`src/rtl/input_sequencer_if.sv`:
```
// Board-side bundle for input_sequencer: raw buttons/switches in, selected function and
// gated instruction words out.
interface input_sequencer_if;
    logic       East;
    logic       West;
    logic       North;
    logic       South;
    logic       SW0;
    logic       SW1;
    logic       SW2;
    logic       SW3;
    logic       change_button;
    logic [1:0] func_index;
    logic [3:0] func1_instruction;
    logic [3:0] func2_instruction;
    logic       reset;
    logic       change_pulse;

    modport master (
        output East, West, North, South, SW0, SW1, SW2, SW3, change_button,
        input  func_index, func1_instruction, func2_instruction, reset, change_pulse
    );

    modport slave (
        input  East, West, North, South, SW0, SW1, SW2, SW3, change_button,
        output func_index, func1_instruction, func2_instruction, reset, change_pulse
    );
endinterface

```
`src/rtl/input_sequencer.sv`:
```
// Synchronizes and debounces board inputs, cycles the active function on change_button and
// routes debounced inputs to that function's instruction word, blanked during a guard window.
module input_sequencer #(
    parameter int unsigned DEBOUNCE_CYCLES = 4,
    parameter int unsigned GUARD_CYCLES    = 2
) (
    input logic              clk,
    input logic              reset_n,
    input_sequencer_if.slave bus
);
    localparam int unsigned DebW   = (DEBOUNCE_CYCLES > 1) ? $clog2(DEBOUNCE_CYCLES) : 1;
    localparam int unsigned GuardW = (GUARD_CYCLES > 1) ? $clog2(GUARD_CYCLES) : 1;
    localparam logic [DebW-1:0]   DebMax   = DebW'(DEBOUNCE_CYCLES - 1);
    localparam logic [GuardW-1:0] GuardMax = GuardW'(GUARD_CYCLES - 1);

    localparam logic [0:0] ACTIVE = 1'b0;
    localparam logic [0:0] GUARD  = 1'b1;

    // Bit order: 0 East, 1 West, 2 North, 3 South, 4..7 SW0..SW3, 8 change_button
    logic [8:0] raw, sync1, sync2, deb;

    assign raw = {bus.change_button, bus.SW3, bus.SW2, bus.SW1, bus.SW0,
                  bus.South, bus.North, bus.West, bus.East};

    always_ff @(posedge clk or negedge reset_n) begin
        if (!reset_n) begin
            sync1 <= '0;
            sync2 <= '0;
        end else begin
            sync1 <= raw;
            sync2 <= sync1;
        end
    end

    for (genvar i = 0; i < 9; i++) begin : g_deb
        logic [DebW-1:0] cnt_q;
        logic            deb_q;

        always_ff @(posedge clk or negedge reset_n) begin
            if (!reset_n) begin
                cnt_q <= '0;
                deb_q <= 1'b0;
            end else if (sync2[i] == deb_q) begin
                cnt_q <= '0;
            end else if (cnt_q == DebMax) begin
                deb_q <= sync2[i];
                cnt_q <= '0;
            end else begin
                cnt_q <= cnt_q + DebW'(1);
            end
        end

        assign deb[i] = deb_q;
    end

    // A button held through reset must be seen released before its edges count; the settle
    // count waits for the synchronizer to carry real pin values again.
    logic       cb_dly_q, armed_q;
    logic [1:0] settle_q;

    always_ff @(posedge clk or negedge reset_n) begin
        if (!reset_n) begin
            cb_dly_q <= 1'b0;
            armed_q  <= 1'b0;
            settle_q <= 2'd0;
        end else begin
            cb_dly_q <= deb[8];
            if (settle_q != 2'd2) begin
                settle_q <= settle_q + 2'd1;
            end else if (!sync2[8]) begin
                armed_q <= 1'b1;
            end
        end
    end

    logic              state_q, state_d;
    logic [1:0]        func_q, func_d;
    logic [GuardW-1:0] gcnt_q, gcnt_d;
    logic              pulse_q, pulse_d;
    logic [3:0]        f1_q, f1_d, f2_q, f2_d;
    logic              rst_q;
    logic              advance;

    assign advance = deb[8] & ~cb_dly_q & armed_q;

    always_comb begin
        state_d = state_q;
        func_d  = func_q;
        gcnt_d  = gcnt_q;
        pulse_d = 1'b0;
        f1_d    = '0;
        f2_d    = '0;

        if (func_q == 2'd3) begin
            func_d = 2'd0;
        end

        unique case (state_q)
            ACTIVE: begin
                if (advance && !rst_q && func_q != 2'd3) begin
                    func_d  = (func_q == 2'd2) ? 2'd0 : func_q + 2'd1;
                    pulse_d = 1'b1;
                    state_d = GUARD;
                    gcnt_d  = '0;
                end
            end
            GUARD: begin
                if (gcnt_q == GuardMax) begin
                    state_d = ACTIVE;
                    gcnt_d  = '0;
                end else begin
                    gcnt_d = gcnt_q + GuardW'(1);
                end
            end
            default: state_d = ACTIVE;
        endcase

        // Outputs follow the next state so the blanking lines up with change_pulse.
        if (state_d == ACTIVE && func_q != 2'd3) begin
            case (func_d)
                2'd0:    f1_d = {deb[7], deb[6], deb[5], deb[0]};
                2'd1:    f2_d = {deb[0], deb[1], deb[2], deb[3]};
                default: ;
            endcase
        end
    end

    always_ff @(posedge clk or negedge reset_n) begin
        if (!reset_n) begin
            state_q <= ACTIVE;
            func_q  <= 2'd0;
            gcnt_q  <= '0;
            pulse_q <= 1'b0;
            f1_q    <= '0;
            f2_q    <= '0;
            rst_q   <= 1'b0;
        end else begin
            state_q <= state_d;
            func_q  <= func_d;
            gcnt_q  <= gcnt_d;
            pulse_q <= pulse_d;
            f1_q    <= f1_d;
            f2_q    <= f2_d;
            rst_q   <= deb[4];
        end
    end

    assign bus.func_index        = func_q;
    assign bus.func1_instruction = f1_q;
    assign bus.func2_instruction = f2_q;
    assign bus.reset             = rst_q;
    assign bus.change_pulse      = pulse_q;
endmodule

```
`src/flat_wrapper.sv`:
```
// flat-port wrapper written by rule: the top's interface ports become plain ports
module input_sequencer_flat 
#(
    parameter int unsigned DEBOUNCE_CYCLES = 4,
    parameter int unsigned GUARD_CYCLES    = 2
)
  (clk, reset_n, bus_East, bus_West, bus_North, bus_South, bus_SW0, bus_SW1, bus_SW2, bus_SW3, bus_change_button, bus_func_index, bus_func1_instruction, bus_func2_instruction, bus_reset, bus_change_pulse);
  input_sequencer_if bus_i ();
  input logic clk;
  input logic reset_n;
  input wire logic [$bits(bus_i.East)-1:0] bus_East;
  input wire logic [$bits(bus_i.West)-1:0] bus_West;
  input wire logic [$bits(bus_i.North)-1:0] bus_North;
  input wire logic [$bits(bus_i.South)-1:0] bus_South;
  input wire logic [$bits(bus_i.SW0)-1:0] bus_SW0;
  input wire logic [$bits(bus_i.SW1)-1:0] bus_SW1;
  input wire logic [$bits(bus_i.SW2)-1:0] bus_SW2;
  input wire logic [$bits(bus_i.SW3)-1:0] bus_SW3;
  input wire logic [$bits(bus_i.change_button)-1:0] bus_change_button;
  output wire logic [$bits(bus_i.func_index)-1:0] bus_func_index;
  output wire logic [$bits(bus_i.func1_instruction)-1:0] bus_func1_instruction;
  output wire logic [$bits(bus_i.func2_instruction)-1:0] bus_func2_instruction;
  output wire logic [$bits(bus_i.reset)-1:0] bus_reset;
  output wire logic [$bits(bus_i.change_pulse)-1:0] bus_change_pulse;
  assign bus_i.East = bus_East;
  assign bus_i.West = bus_West;
  assign bus_i.North = bus_North;
  assign bus_i.South = bus_South;
  assign bus_i.SW0 = bus_SW0;
  assign bus_i.SW1 = bus_SW1;
  assign bus_i.SW2 = bus_SW2;
  assign bus_i.SW3 = bus_SW3;
  assign bus_i.change_button = bus_change_button;
  assign bus_func_index = bus_i.func_index;
  assign bus_func1_instruction = bus_i.func1_instruction;
  assign bus_func2_instruction = bus_i.func2_instruction;
  assign bus_reset = bus_i.reset;
  assign bus_change_pulse = bus_i.change_pulse;
  input_sequencer #(.DEBOUNCE_CYCLES(DEBOUNCE_CYCLES), .GUARD_CYCLES(GUARD_CYCLES)) u_core (.clk(clk), .reset_n(reset_n), .bus(bus_i));
endmodule
```
`config.mk`:
```
export PLATFORM = sky130hd
export DESIGN_NAME = input_sequencer_flat
export DESIGN_NICKNAME = d
export VERILOG_FILES = /design/src/rtl/input_sequencer_if.sv /design/src/rtl/input_sequencer.sv /design/src/flat_wrapper.sv
export SDC_FILE = /design/constraint.sdc
export NUM_CORES = 1
export LEC_CHECK = 0
export ABC_AREA = 1
export BUFFER_PORTS_ARGS = -buffer_cell sky130_fd_sc_hd__clkbuf_2
export CORE_MARGIN = 2
export CORE_UTILIZATION = 25
export CTS_CLUSTER_DIAMETER = 100
export DETAILED_ROUTE_END_ITERATION = 7
export SLEW_MARGIN = 10
export SYNTH_ARGS = -nofsm -noshare
export SYNTH_HDL_FRONTEND = slang
export SYNTH_SLANG_ARGS = --single-unit
```
`constraint.sdc`:
```
create_clock -name clk -period 1.6 [get_ports clk]
set_input_delay 0.16 -clock clk [delete_from_list [all_inputs] [get_ports clk]]
set_output_delay 0.16 -clock clk [all_outputs]
set_load 0.02 [all_outputs]
```
==> reports/qor.yml <==
grt_overflow_total: 0
die_width_um: 98.6
start_util_pct: 25.8
routed_wl_um: 3370
r2r_cells: 6
crit_type: "reg -> reg"
tns_ps: 0
post-route-drc-count: 0
grt_start_max_net_pins: 64
place_ws_ps: 295
dpl-instance-area_um2: 2500
cap_violations: 0
worstSetupStartpointType: "register"
synth_area_leaders: "dfrtp_1 70%, ha_1 5.6%, xnor2_1 3.9%, inv_1 3.2%, mux2_2 3.0%"
drt_iter0_drc: 53
r2r-start: "u_core.bus.func_index[0]$_DFF_PN0_"
via_count: 1265
port-buffer-count: 22
synth_simple_gate_area_share_pct: 11.9
design_area_um2: 2800
post-route-min-period_ps: 1310
layout.cells.non_filler: 324
synth_top_area_share_pct: 70.5
row_count: 34
fp.coreArea_um2: 8680
diodes: 0
ant_nets: 0
cts_root_buf: "clkbuf_8"
power_mw: 5.00
syn_to_final_growth_pct: 25.0
end_kind: "register"
ctsHoldBuffers: 10
r2r_slack_ps: 290
grt_use_met2_pct: 12.1
synth_seq_cells: 63
critPathSlowestCell: "dfrtp_1"
htreeDepth: 3
status: "complete, no violations"
busiest_layer: "met2"
worst_slack_ps: 294
max-vdd-ir-drop_mv: 0.729
cp.arrival_ps: 1530
nFillCells: 895
antenna_found_initial: 0
cts_max_path_buffers: 2
r2r_end: "u_core.bus.func1_instruction[0]$_DFF_PN0_"
cts_sinks: 63
fin_skew_ps: 5.08
crit_top_cell: "nand2_2"
cts_resized: 0
syn-cell-area_um2: 2240
crit_fanout: 8
fmax_ghz: 0.766
setup_viol: 0
worstPathRequired_ps: 1830
slew_violations: 0
p_per_area_nw_per_um2: 1790
cts_buffers: 9
dp_hpwl_um: 2280
cts_tree: "done"
final_common_cell: "dfrtp_1"
post-cts-setup-buffer-count: 0
clkTransAtPathRegs_ps: 70
grt_pass1_wl_um: 6070
p_leak_nw: 1.38
netlist_instances: 168
layout.nets: 232
post-place-cells: 298
viasPerCell: 3.90
die-area_um2: 9720
hold_class: "in -> async"
yosys.area_share.xor_xnor_pct: 3.91
synth_fa_ha_area_share_pct: 5.59
slew_headroom_pct: 78.2
grt_usage_pct: 8.23
rsz0062_at_grt: "no"
insertion_delay_ps: 340
synthMuxAreaShare_pct: 3.02
grt_pass1_vias: 1333
io-pin-count: 23
post-route-period-util_pct: 81.6
synth-compound-area-share_pct: 1.45
globalplace.congestion: 0.762
die_y_um: 98.6
synth.distinct_cells: 21
wl_per_cell_um: 10.4
seq_area_frac_synth_pct: 70.5
drive_above_1_share_pct: 25.0
grt_util_met1_pct: 9.85
use_met3_pct: 5.04
hold_viol: 0
synth_top_area_cell: "dfrtp_1"
synth_nets: 189
drtPass1Iterations: 3
worstMarginPinSlew_ps: 327
synth_top_family_by_area: "simple AND/OR/NAND/NOR gates"
avgSynthCellArea_um2: 13.3
mostFrequentLayoutCells: "63 x dfrtp_1, 22 x clkbuf_2, 19 x inv_1"
cp_slowest_stage_delay_ps: 410
path_cells: "nand2_2 -> nand4_4 -> nand2_2 -> nand3_2 -> nand2_2 -> nor2_1"
synth_warnings: 0
[power by group]
part           internal, mW  switching [mW]  total [mW]
sequential             2.06           0.282        2.34
combinational         0.555           0.774        1.33
clock                 0.752           0.584        1.34
[metal layers]
layer	part of all wire (%)	up-vias
met5	0	-
met1	48	602
met4	1.6	0
li1	-	630
met2	44	27
met3	6.8	6
[cells by family after synthesis]
kind of cell,count (synthesis)
flip-flops,63
AND/OR/NAND/NOR,51
buffers and inverters,22
XOR/XNOR,10
adder cells (fa/ha/maj),10
AO/OA/AOI/OAI,6
multiplexers,6
[flip-flops by register name, summed over array words and instances, names as in the netlist]
signal                        count
u_core.state_q                    1
u_core.bus.func_index             2
u_core.armed_q                    1
u_core.g_deb.cnt_q               18
u_core.sync1                      9
u_core.cb_dly_q                   1
u_core.bus.reset                  1
u_core.bus.func2_instruction      4
u_core.gcnt_q                     1
u_core.settle_q                   2
u_core.g_deb.deb_q                9
u_core.bus.change_pulse           1
u_core.sync2                      9
u_core.bus.func1_instruction      4
[worst max path at each step]
stage	start	to	slack [ps]	depth (start not counted)
2_1_floorplan	u_core.bus.func_index[0]$_DFF_PN0_	u_core.bus.func1_instruction[0]$_DFF_PN0_	340	6
3_3_place_gp	u_core.bus.func_index[0]$_DFF_PN0_	u_core.bus.func1_instruction[3]$_DFF_PN0_	360	6
3_5_place_dp	u_core.bus.func_index[0]$_DFF_PN0_	u_core.bus.func1_instruction[0]$_DFF_PN0_	290	6
4_1_cts	u_core.bus.func_index[0]$_DFF_PN0_	u_core.bus.func1_instruction[0]$_DFF_PN0_	270	6
5_1_grt	u_core.bus.func_index[0]$_DFF_PN0_	u_core.bus.func1_instruction[0]$_DFF_PN0_	180	7
6_report	u_core.bus.func_index[0]$_DFF_PN0_	u_core.bus.func1_instruction[0]$_DFF_PN0_	290	6
[synth_stat cells (all sizes together)]
cell     n
xnor2   10
clkbuf   1
o21bai   1
nand4    5
dfrtp   63
nand2   14
clkinv   1
nor3    12
nand3    3
or2      1
ha      10
nor2    16
o21ai    5
mux2     6
inv     20
[area by class of cell]
class	instances	area [um2]	share of cell area, %
repair buffers	33	230	8.23
well taps	108	135	4.83
multi-input cells	83	578	20.7
clock buffers	10	138	4.92
clock inverters	6	60.1	2.15
flip-flops and latches	63	1580	56.4
inverters	21	78.8	2.82
[critical path, delay by kind of cell, from the launching register on]
kind          cells  cell delay (ps)
simple gates      6              780
flops             1              410
[per-stage QoR]
step	hold WS [ps]	utilization [%]
finish	348	32.2
global route	355	32.2
CTS	351	32.2
detailed placement	194	28.8
global placement	196	28.8
floorplan	-136	-
(Power assumes the default switching activity.)
